===== config.mk =====
export PLATFORM = sky130hd
export DESIGN_NAME = conv_bank_arbiter
export DESIGN_NICKNAME = d
export VERILOG_FILES = /design/src/rtl/conv_bank_arbiter.sv
export SDC_FILE = /design/constraint.sdc
export NUM_CORES = 1
export LEC_CHECK = 0
export CAP_MARGIN = 20
export CORE_MARGIN = 4
export CORE_UTILIZATION = 57
export CTS_CLUSTER_DIAMETER = 30
export DETAILED_ROUTE_END_ITERATION = 12
export PLACE_DENSITY = 0.88
export SLEW_MARGIN = 20
export SYNTH_ARGS = -nofsm -noshare
export SYNTH_HDL_FRONTEND = slang
export SYNTH_SLANG_ARGS = --single-unit

===== constraint.sdc =====
create_clock -name clk -period 6.2 [get_ports clk]
set_clock_uncertainty 0.1 [all_clocks]
set_input_delay 0.62 -clock clk [delete_from_list [all_inputs] [get_ports clk]]
set_output_delay 0.62 -clock clk [all_outputs]
set_load 0.03 [all_outputs]

===== src/rtl/conv_bank_arbiter.sv =====
// conv_bank_arbiter
// Round-robin owner selection for the convolution-engine write bus shared by
// 8 requesters. One requester owns the bus for at most BURST_LEN beats, and
// every pair of grants is separated by at least one idle cycle.
//
// Ports:
//   clk        rising-edge clock
//   rst        asynchronous, active-high reset
//   req[7:0]   per-requester level request
//   beat       one transfer completed by the current owner (ignored when idle)
//   gnt_idx    current/last owner index, drives bank-select decoder select
//   gnt_en     grant active, drives bank-select decoder enable
//   gnt_onehot registered one-hot grant back to the requesters
//   burst_last the next beat completes the burst
//   busy       arbitration or grant in progress
//
// state | meaning
// ------+-------------------------------------------------------------
// IDLE  | no owner; wait for any request
// ARB   | one cycle: pick first request after ptr, register the grant
// GRANT | owner holds the bus until burst completes or it withdraws
module conv_bank_arbiter #(
  parameter int BURST_LEN = 16,
  parameter int CNT_W     = 8
) (
  input  logic       clk,
  input  logic       rst,
  input  logic [7:0] req,
  input  logic       beat,
  output logic [2:0] gnt_idx,
  output logic       gnt_en,
  output logic [7:0] gnt_onehot,
  output logic       burst_last,
  output logic       busy
);

  typedef enum logic [1:0] {IDLE, ARB, GRANT} state_t;

  localparam logic [CNT_W-1:0] LAST_CNT = CNT_W'(BURST_LEN - 1);

  state_t           state_q, state_d;
  logic [2:0]       ptr_q, ptr_d;
  logic [2:0]       idx_d;
  logic             en_d;
  logic [7:0]       oh_d;
  logic [CNT_W-1:0] cnt_q, cnt_d;
  logic [2:0]       sel;
  logic [2:0]       cand;
  logic             sel_vld;

  // Rotating scan starting just after the last owner, so that owner ends up
  // with the lowest priority in the next arbitration.
  always_comb begin
    sel     = '0;
    sel_vld = 1'b0;
    cand    = '0;
    for (int k = 1; k <= 8; k++) begin
      cand = ptr_q + 3'(k);
      if (!sel_vld && req[cand]) begin
        sel     = cand;
        sel_vld = 1'b1;
      end
    end
  end

  always_comb begin
    state_d = state_q;
    ptr_d   = ptr_q;
    idx_d   = gnt_idx;
    en_d    = gnt_en;
    oh_d    = gnt_onehot;
    cnt_d   = cnt_q;
    case (state_q)
      IDLE: begin
        if (|req) state_d = ARB;
      end
      ARB: begin
        if (sel_vld) begin
          idx_d   = sel;
          en_d    = 1'b1;
          oh_d    = 8'b1 << sel;
          cnt_d   = '0;
          state_d = GRANT;
        end else begin
          state_d = IDLE;
        end
      end
      GRANT: begin
        if (beat) cnt_d = cnt_q + CNT_W'(1);
        // A beat arriving together with the withdrawal is still counted, but
        // the exit clears the count anyway.
        if ((beat && (cnt_q == LAST_CNT)) || !req[gnt_idx]) begin
          ptr_d   = gnt_idx;
          en_d    = 1'b0;
          oh_d    = '0;
          cnt_d   = '0;
          state_d = IDLE;
        end
      end
      default: begin
        state_d = IDLE;
      end
    endcase
  end

  always_ff @(posedge clk or posedge rst) begin
    if (rst) begin
      state_q    <= IDLE;
      ptr_q      <= 3'd7;
      gnt_idx    <= '0;
      gnt_en     <= 1'b0;
      gnt_onehot <= '0;
      cnt_q      <= '0;
    end else begin
      state_q    <= state_d;
      ptr_q      <= ptr_d;
      gnt_idx    <= idx_d;
      gnt_en     <= en_d;
      gnt_onehot <= oh_d;
      cnt_q      <= cnt_d;
    end
  end

  assign burst_last = gnt_en && (cnt_q == LAST_CNT);
  assign busy       = (state_q != IDLE);

endmodule

==> flow_summary.toml <==
[run_status]
status = "complete, no violations"

[yosys]
synth_edf_count = 0
synth.avg_cell_area_um2 = 10.5
yosys_register_bits = 25
synth_area_mm2 = 0.00209
syn_inst = 199
synthFlopType = "dfrtp_1"
yosysWarnings = 0
syn_nets = 213
ys_seq_area_frac = 0.301
async_reset_ff_frac = 1.00
ys_types = 55

[global_route]
antenna_found_initial = 0
grt-ovfl-total = 0
grt_pass1_wl_mm = 7.80
grtUsageTotal = 0.221
grt_pass1_vias = 1571
grt_max_degree = 26

[clock_tree]
postCtsHoldBufs = 0
worstSkewPairLatency_ps = 270
htreeDepth = 1
cts-buffers-inserted = 3
cts_sinks = 25
path_clk_slew_ps = 90
cts_buffer_depth = 2
root_buffer = "clkbuf_8"
post-cts-setup-buffers = 0
ctsResizeCount = 0
cts_tree = "built"

[critical_path]
r2r_setup_slack_ps = 2120
cp-end-kind = "register"
reg2reg_from = "ptr_q[0]"
crit_family = "multiplexers"
crit_type = "reg -> reg"
required_ps = 6320
max_stage_delay_ps = 810
critPathSlowestCell = "dfstp_2"
arrival_ps = 4200
path_cells = "inv_1 -> ha_1 -> mux4_2 -> mux2i_4 -> nand3_1 -> o21ai_2 -> nor2b_1 -> a32o_1"
crit_fanout = 17
start_kind = "register"
path_buf_inv = 1
crit_start = "ptr_q[0]"

[cells_and_area]
drive_above_1_share = 0.179
antennaDiodeCount = 0
nNetsFinal = 233
area_delta_synth_final_pct = 13.6
postLayoutCoreUtil = 0.691
fillers = 243

[sta]
worst_slew_pin_slew_ps = 895
drv_slew = 0
totalNegativeSetupSlack_ps = 0
setup_viol = 0
final-hold-violation-count = 0
period_minus_slack_ps = 4080
fmax_mhz = 245
rsz0062_at_grt = "false"
fin_ws_ps = 2120
finalCritPeriodShare = 0.658
relSlewSlack = 0.403

[drt]
drcViolationCount = 0
drt_first_pass_iters = 4
vias = 1695
antenna_left = 0
drt_wl_total_mm = 4.65
drtIter0Drc = 239
routedWlPerCell_um = 17.6
via_per_inst = 6.42

[floorplanning]
die_area_mm2 = 0.00471
rows = 21
coreArea_mm2 = 0.00344
die_y_um = 68.6
start_util = 0.608
die_width_um = 68.6
ios = 25

[placed_design]
dp_slack_ps = 2160
hpwl_mm = 3.47
port_buffers = 24
routabilityCongestion = 0.865

[pwr]
vdd.ir_drop.worst_uv = 402
power.total_mw = 1.51
power_density_mw_per_mm2 = 636
leakage_nw = 0.923

[run]
drv_cap = 0

[min_path]
hp-start = "gnt_onehot[5]"
hp-class = "reg -> reg"
-- flip-flops by register name, summed over array words and instances, names as in the netlist --
register and count:
gnt_idx 3, state_q 2, cnt_q 8, ptr_q 3
gnt_onehot 8, gnt_en 1
-- synthesized netlist by cell type (all sizes together) (2+ instances only) --
cell / number / share of area
mux2i: 8 / 0.058
nand3: 8 / 0.019
dfstp: 3 / 0.038
nor2b: 7 / 0.021
nor3: 4 / 0.0096
a22oi: 2 / 0.0072
o21ai: 12 / 0.030
ha: 3 / 0.018
a211oi: 2 / 0.0096
a32o: 9 / 0.043
nor2: 15 / 0.028
inv: 10 / 0.018
a21oi: 10 / 0.024
mux2: 9 / 0.048
xnor2: 8 / 0.044
a21o: 2 / 0.0072
nand2: 13 / 0.023
or2: 3 / 0.010
and2: 2 / 0.0060
clkbuf: 2 / 0.0036
dfrtp: 22 / 0.26
buf: 7 / 0.026
nand4b: 2 / 0.0084
a21boi: 2 / 0.0072
mux4: 15 / 0.16
a32oi: 2 / 0.0084
o21a: 2 / 0.0072
-- cell type report --
cell class | count | area [µm²] | share of cell area
sequential | 25 | 629 | 0.265
timing repair buffer | 24 | 240 | 0.101
multi-input combinational | 155 | 1360 | 0.574
clock inverter | 1 | 7.51 | 0.00316
clock buffer | 3 | 41.3 | 0.0174
tap | 46 | 57.6 | 0.0242
inverter | 10 | 37.5 | 0.0158
-- worst register-to-register path, cell delays in order (launching register included) --
cell     delay, ps
dfstp_2        810
inv_1          180
ha_1           630
mux4_2         670
mux2i_4        230
nand3_1        170
o21ai_2        500
nor2b_1        540
a32o_1         200
-- worst paths after layout --
kind	endpoint	cells after the start
worst max-delay path	gnt_onehot[0]	8
worst min-delay path	gnt_onehot[5]	1
worst max register to register	gnt_onehot[0]	8
worst min register to register	gnt_onehot[5]	1
max in group asynchronous	gnt_idx[0]	2
min in group asynchronous	state_q[0]	2
-- power breakdown --
group,total [mW],switching [mW],internal (mW)
logic,1.11,0.606,0.501
clock network,0.0985,0.0530,0.0456
registers,0.306,0.0881,0.218
-- per-stage QoR --
| stage | hold WS [ps] | cell area (µm²) | instances |
|---|---|---|---|
| 2_1_floorplan | 402 | 2090 | 199 |
| 3_3_place_gp | 377 | 2330 | 260 |
| 3_5_place_dp | 383 | 2330 | 260 |
| 4_1_cts | 404 | 2380 | 264 |
| 5_1_grt | 424 | 2380 | 264 |
| 6_report | 401 | 2380 | 264 |
-- cell families after synthesis --
kind of cell / count (synthesis) / share of synthesized area
simple gates: 62 / 0.152
xor+xnor: 9 / 0.0484
fa+ha+maj: 3 / 0.0179
mux: 32 / 0.268
buf+inv: 19 / 0.0478
compound gates: 49 / 0.166
flops: 25 / 0.301
-- cell usage in the layout (no fill, tap or decap), drive strengths merged, types with 3 or more instances in the layout --
cell type,instances
ha,3
xnor2,8
a32o,9
nand2,13
mux2,9
mux4,15
dfstp,3
a21oi,10
nand3,8
or2,3
clkdlybuf4s50,24
mux2i,8
nor2b,7
o21ai,12
nor2,15
dfrtp,22
nor3,4
clkbuf,3
inv,10
-- metal layers --
layer  track usage  share of wire  up-vias
met4        0.0397         0.0052        0
li1              -              -      797
met1         0.324           0.43      831
met2         0.347           0.50       63
met5             0              0        -
met3        0.0405          0.066        4
Note: power is estimated with default switching activity, not from simulation.
